<file path="src/rtl/display_scan_ctrl.sv">
// display_scan_ctrl
//   Converts a 14-bit binary value to four BCD digits with a sequential
//   double-dabble engine and time-multiplexes them onto a single digit bus.
//
// Parameters
//   REFRESH_DIV : clk cycles spent on each digit slot (2 .. 2^20)
//   BLANK_LZ    : 1 = blank leading zeros (units digit is never blanked)
//
// Ports
//   clk   : system clock, rising edge
//   rst_n : asynchronous active-low reset
//   value : unsigned number to display
//   load  : start a conversion of value (ignored while busy)
//   busy  : conversion in progress (14 cycles)
//   done  : one-cycle pulse when the new digits become visible
//   en    : digit slot select, 0 = thousands .. 3 = units
//   bcd   : digit for the selected slot, 4'hF = blank
module display_scan_ctrl #(
  parameter int unsigned REFRESH_DIV = 100000,
  parameter bit          BLANK_LZ    = 1'b1
) (
  input  logic        clk,
  input  logic        rst_n,
  input  logic [13:0] value,
  input  logic        load,
  output logic        busy,
  output logic        done,
  output logic [1:0]  en,
  output logic [3:0]  bcd
);

  localparam int unsigned PW = $clog2(REFRESH_DIV);
  localparam logic [PW-1:0] PRESC_MAX = PW'(REFRESH_DIV - 1);
  localparam logic [3:0] LAST_STEP = 4'd13;

  typedef enum logic [1:0] {
    S_IDLE,
    S_CONV,
    S_DONE
  } state_t;

  state_t state_q, state_d;

  logic [PW-1:0] presc;
  logic          tick;
  logic [13:0]   bin;
  logic [15:0]   acc;
  logic [15:0]   acc_adj;
  logic [15:0]   acc_shift;
  logic [3:0]    step;
  logic          ovf;
  logic [15:0]   disp;
  logic [15:0]   disp_new;
  logic          start;

  // Refresh prescaler and slot scan; runs regardless of conversion activity.
  assign tick = (presc == PRESC_MAX);

  always_ff @(posedge clk or negedge rst_n) begin
    if (!rst_n) begin
      presc <= '0;
      en    <= '0;
    end else begin
      if (tick) begin
        presc <= '0;
        en    <= en + 2'd1;
      end else begin
        presc <= presc + 1'b1;
      end
    end
  end

  // FSM: state register
  always_ff @(posedge clk or negedge rst_n) begin
    if (!rst_n) state_q <= S_IDLE;
    else        state_q <= state_d;
  end

  // FSM: next state. S_DONE accepts a new load just like S_IDLE.
  always_comb begin
    state_d = state_q;
    case (state_q)
      S_IDLE:  if (load) state_d = S_CONV;
      S_CONV:  if (step == LAST_STEP) state_d = S_DONE;
      S_DONE:  state_d = load ? S_CONV : S_IDLE;
      default: state_d = S_IDLE;
    endcase
  end

  // FSM: outputs
  always_comb begin
    busy = (state_q == S_CONV);
    done = (state_q == S_DONE);
  end

  assign start = load && (state_q != S_CONV);

  // Double-dabble step: add 3 to any digit >= 5, then shift in the next bit.
  always_comb begin
    acc_adj = '0;
    for (int unsigned i = 0; i < 4; i++) begin
      acc_adj[4*i +: 4] = (acc[4*i +: 4] >= 4'd5) ? acc[4*i +: 4] + 4'd3
                                                   : acc[4*i +: 4];
    end
    acc_shift = {acc_adj[14:0], bin[13]};
  end

  // Digits committed on the final step, with overflow and leading-zero blanking.
  always_comb begin
    disp_new = acc_shift;
    if (ovf) begin
      disp_new = '1;
    end else if (BLANK_LZ) begin
      if (acc_shift[15:12] == 4'd0) begin
        disp_new[15:12] = 4'hF;
        if (acc_shift[11:8] == 4'd0) begin
          disp_new[11:8] = 4'hF;
          if (acc_shift[7:4] == 4'd0) disp_new[7:4] = 4'hF;
        end
      end
    end
  end

  always_ff @(posedge clk or negedge rst_n) begin
    if (!rst_n) begin
      bin  <= '0;
      acc  <= '0;
      step <= '0;
      ovf  <= 1'b0;
      disp <= '1;
    end else if (start) begin
      bin  <= value;
      acc  <= '0;
      step <= '0;
      ovf  <= (value > 14'd9999);
    end else if (state_q == S_CONV) begin
      bin  <= {bin[12:0], 1'b0};
      acc  <= acc_shift;
      step <= step + 4'd1;
      if (step == LAST_STEP) disp <= disp_new;
    end
  end

  // Slot mux: en=0 is the leftmost (thousands) digit.
  always_comb begin
    case (en)
      2'd0:    bcd = disp[15:12];
      2'd1:    bcd = disp[11:8];
      2'd2:    bcd = disp[7:4];
      default: bcd = disp[3:0];
    endcase
  end

endmodule
</file>
<file path="config.mk">
export PLATFORM = sky130hd
export DESIGN_NAME = display_scan_ctrl
export DESIGN_NICKNAME = d
export VERILOG_FILES = /design/src/rtl/display_scan_ctrl.sv
export SDC_FILE = /design/constraint.sdc
export NUM_CORES = 1
export LEC_CHECK = 0
export BUFFER_PORTS_ARGS = -buffer_cell sky130_fd_sc_hd__buf_2
export CORE_MARGIN = 2
export CORE_UTILIZATION = 45
export DETAILED_ROUTE_END_ITERATION = 7
export GPL_ROUTABILITY_DRIVEN = 0
export PLACE_DENSITY = 0.65
export SETUP_SLACK_MARGIN = 0.02
export SLEW_MARGIN = 20
export SYNTH_ARGS = -nofsm -noshare
export SYNTH_HDL_FRONTEND = slang
export SYNTH_SLANG_ARGS = --single-unit
</file>
<file path="constraint.sdc">
create_clock -name clk -period 3.5 [get_ports clk]
set_input_delay 0.7 -clock clk [delete_from_list [all_inputs] [get_ports clk]]
set_output_delay 0.7 -clock clk [all_outputs]
set_load 0.02 [all_outputs]
</file>
# Yosys cells after proc, flatten, opt, wreduce, memory -nomap -nowiden
# Index checks and enable logic that the tools add are counted.
[word_totals]
register_bits = 72
out_inout_bits = 8
[classes]
n_reduce_logical = 9
n_mux = 21
n_lt_le_gt_ge = 5
n_addsub = 7
n_eq_ne = 9
n_bitwise = 1
[ops]
columns = ["operator", "n"]
rows = [
  ["16-bit 2-to-1 mux", 2],
  ["14-bit 2-to-1 mux", 2],
  ["4-bit 2-to-1 mux", 7],
  ["12-bit 2-to-1 mux", 2],
  ["17-bit by 1-bit adder with 17-bit output, second input constant", 1],
  ["17-bit equality test, second input constant", 1],
  ["17-bit 2-to-1 mux", 1],
  ["4-bit by 3-bit greater-or-equal comparator with 1-bit output, second input constant", 4],
  ["14-bit > comparator, second input constant", 1],
  ["4-bit by 2-bit adder with 4-bit output, second input constant", 3],
  ["4-bit zero test", 3],
  ["4-bit one-hot mux with 3 select lines", 1],
  ["8-bit 2-to-1 mux", 1],
  ["2-bit one-hot mux with 3 select lines", 1],
  ["4-bit by 1-bit adder with 4-bit output, second input constant", 1],
  ["2-bit by 1-bit equality test with 1-bit output, second input constant", 2],
  ["2-bit equality test, second input constant", 2],
  ["4-bit equality test, second input constant", 1],
  ["2-bit zero test", 2],
  ["2-bit 2-to-1 mux", 2],
  ["2-bit by 1-bit inequality test with 1-bit output, second input constant", 2],
  ["3-bit by 2-bit adder with 3-bit output, second input constant", 1],
  ["3-bit 2-to-1 mux", 1],
  ["3-bit AND reduction", 1],
  ["7 further kinds", 7],
]

# Longest topological paths before layout
[depth]
word_depth = 7
depth_mapped = 8

# Worst setup path before layout
# OpenSTA, ideal clock, no wires.
[synth_path]
path_kind = "register -> output"
startpoint = "register state_q[1]"
endpoint = "output busy"
path_stages_with_launch = 6
required_time_ns = 2.800
arrival_time_ns = 1.398
slack_ns = 1.402
path_cell_list = "dfrtp_1 -> nand2b_1 -> clkbuf_1 -> inv_1 -> clkbuf_1 -> buf_1"
[synth_via]
elab_chain_len = 1
[synth_lines]
columns = ["element", "line", "text"]
rows = [
  ["start, declared", "42", "state_t state_q, state_d;"],
  ["start signal, assigned", "76", "else state_q <= state_d;"],
  ["2-bit by 1-bit equality test with 1-bit output", "92", "busy = (state_q == S_CONV);"],
  ["end, declared", "26", "output logic busy,"],
]
# Every way passes these cells.

# Worst setup path after layout
[layout_path]
startpoint = "register en[0]"
endpoint = "output bcd[0]"
[layout_via]
elab_chain_len = 2
word_cells_on_any_way = 4
classes_between = "eq/ne (2); mux (1); reduce/logical (1)"
[layout_lines]
columns = ["element", "line", "text"]
rows = [
  ["start, declared", "28", "output logic [1:0] en,"],
  ["start signal, assigned", "66", "en <= en + 2'd1;"],
  ["2-bit equality test (tied with other cells)", "146", "case (en)"],
  ["4-bit one-hot mux with 3 select lines *", "146", ""],
  ["end, declared", "29", "output logic [3:0] bcd"],
]
# Mark *: on every way between the ends. The rest lies on a longest branch, timed or not.

==> impl_metrics.csv <==
group,metric,value,unit
drt,routed_wl,7250,µm
drt,wire_per_inst,14.2,µm
worst_setup_path,crit_required,2800,ps
cells_and_area,final_cell_mix,"56 x dfrtp_1, 45 x o21ai_0, 36 x nand2_1",
drt,postRouteAntennaNets,0,
floorplan,ios,25,
floorplan,die_h,94.8,µm
sta,rsz0062_at_grt,"false",
synth,syn-cell-area,3710,µm²
worst_setup_path,reg2reg_slack,1160,ps
synth,ys_seq_elements,72,
power_and_ir_drop,power_density,774,nW/µm²
drt,drt_iter0_drc,136,
clocking,cts_made_buffers,9,
worst_setup_path,timing.critical_path.from,"en[0]",
power_and_ir_drop,leakage,0.00180,µW
worst_setup_path,setup.worst_path.end,"bcd[0]",
sta,fin_crit_sh,0.707,
drt,num_vias,2732,
cells_and_area,area_growth,10.9,%
sta,tightest_slew,904,ps
synth,synth_area_leaders,"dfrtp_1 38%, dfstp_2 11%, o21ai_0 6.1%",
worst_setup_path,crit_type,"reg2out",
synth,synthDistinctLibCells,46,
sta,setup_viol,0,
placement,port-buffer-count,24,
cells_and_area,drive_gt1_frac,0.175,
floorplan,start_util,0.459,
floorplan,num_rows,33,
global_routing,grt_max_degree,73,
sta,hold_violations,0,
clocking,htreeDepth,3,
global_routing,grt_usage,0.181,
sta,slew_viol_final,0,
drt,firstDrtPassIters,5,
clocking,clk_latency,350,ps
synth,synth.largest_area_cell,"dfrtp_1",
worst_setup_path,r2r_cells,8,
hold_path,worstHoldStart,"bin[5]",
floorplan,core_area,8090,µm²
power_and_ir_drop,vdd_ir_drop_max,0.444,mV
synth,async_flop_share,1.00,
placement,place_ws,1160,ps
placement,dpl.hpwl,4990,µm
synth,yosys_warnings,0,
cells_and_area,ff_latch_area,1820,µm²
outcome,status,"completed",
placement,dp_cells,495,
worst_setup_path,worst_setup_path_start_kind,"flip-flop",
synth,syn_nets,410,
sta,max_freq,0.404,GHz
power_and_ir_drop,fin_total_pwr,3180,µW
worst_setup_path,cp-end-kind,"primary output",
clocking,cts_resized,0,
drt,via_per_inst,5.35,
clocking,cts_sinks,72,
cells_and_area,layout.cells.non_filler,511,
cells_and_area,diodes,0,
drt,drc_errors,0,
floorplan,design.die.area,8990,µm²
floorplan,fp.dieW,94.8,µm
synth,yosysSeqAreaShare,0.491,
clocking,path_clk_slew,80,ps
cells_and_area,nNetsFinal,433,
hold_path,hp-class,"reg2reg",
worst_setup_path,cp_max_fo,4,
synth,synth_area_per_cell,9.82,µm²
worst_setup_path,worstPathArrival,1770,ps
global_routing,antenna_found_initial,0,
synth,syn_inst,378,
clocking,post_cts_buffers,0,
cells_and_area,multi_input_area,1750,µm²
sta,period_minus_slack,2470,ps
clocking,cts_root_buffer,"clkbuf_8",
sta,slew_headroom,0.397,
synth,synth_edf_count,0,
clocking,cts_hold_buf,0,
sta,tns,0,ps
global_routing,grt_pass1_wl,12700,µm
synth,synth_top_area_share,0.377,
global_routing,grt_remaining_overflow,0,
cells_and_area,fillCellCount,804,
clocking,cts_tree,"yes",
cells_and_area,layout_commonest_cell,"dfrtp_1",
sta,worst_slack,1030,ps
worst_setup_path,r2r_end,"disp[5]",
synth,synth-main-ff-cell,"dfrtp_1",
worst_setup_path,timing.rr.start,"acc[9]",
run,maxCapViolations,0,
clocking,clock_path_buffers,2,
sta,skew,14.2,ps
global_routing,grt_pass1_vias,2641,
==> metal layers <==
| layer | wire (µm) | vias up | GRT usage |
|---|---|---|---|
| met2 | 3300 | 45 | 0.276 |
| met3 | 249 | 10 | 0.0439 |
| met5 | 0 | - | 0 |
| met1 | 3580 | 1301 | 0.251 |
| met4 | 111 | 0 | 0.0664 |
| li1 | - | 1376 | - |
==> where the power goes <==
group          internal, µW  leakage, µW  switching, µW
Sequential             1150     0.000890            228
Combinational           483     0.000815            671
Clock                   327    0.0000960            324
Total                  1960      0.00180           1220
==> metrics by stage <==
stage	hold slack [ps]	utilization	cell area (µm²)
after CTS	492	0.509	4120
after global placement	464	0.485	3930
after global routing	508	0.509	4120
final	488	0.509	4120
after floorplan	404	-	3710
after detailed placement	474	0.485	3930
==> cells by family (layout without fill, tap and decap cells) <==
| kind of cell | Yosys count | in the layout | synth area share |
|---|---|---|---|
| multiplexers | 22 | 22 | 0.0603 |
| buffers and inverters | 35 | 63 | 0.0384 |
| AND/OR/NAND/NOR | 128 | 128 | 0.174 |
| AO/OA/AOI/OAI | 86 | 86 | 0.139 |
| adder cells (fa/ha/maj) | 15 | 15 | 0.0506 |
| XOR/XNOR | 20 | 20 | 0.0472 |
| flip-flops | 72 | 72 | 0.491 |
==> critical path: stages, from the launching register on <==
cell and delay [ps]:
dfrtp_1 400, inv_1 100, ha_1 250, a222oi_1 380, mux2i_1 120, buf_2 170
==> layout make-up <==
class,count,share of cell area
repair buffers,29,0.0383
multi-input cells,271,0.425
inverters,18,0.0164
clock inverters,6,0.0149
flip-flops and latches,72,0.443
clock buffers,10,0.0310
well taps,105,0.0319
==> synthesized netlist by cell type, types with 2 or more instances <==
master	instances
o22a_1	4
inv_1	18
a222oi_1	4
nor3b_1	3
o31ai_1	5
buf_1	3
nand4_1	3
nor3_1	4
a21oi_1	14
dfrtp_1	56
xor2_1	9
or4b_1	2
clkbuf_1	13
dfstp_2	16
nor2_1	28
mux2_2	3
o21ai_0	45
nor2b_1	4
nand3b_1	2
and4_1	2
xnor2_1	11
nand2b_1	7
nand3_1	25
a31oi_1	7
nand2_1	36
ha_1	15
mux2i_1	19
and2_1	2
==> registers in the layout, indices dropped and copies added (netlist names) <==
register	count
bin	14
acc	16
presc	17
step	4
en	2
ovf	1
state_q	2
disp	16
==> worst min-delay path by stage <==
stage               depth (start not counted)       end
global route                                1  presc[4]
detailed placement                          2   bin[12]
finish                                      2    bin[6]
global placement                            2    bin[2]
floorplan                                   0    acc[0]
CTS                                         1   step[3]
Power figures use the tool's default switching activity.
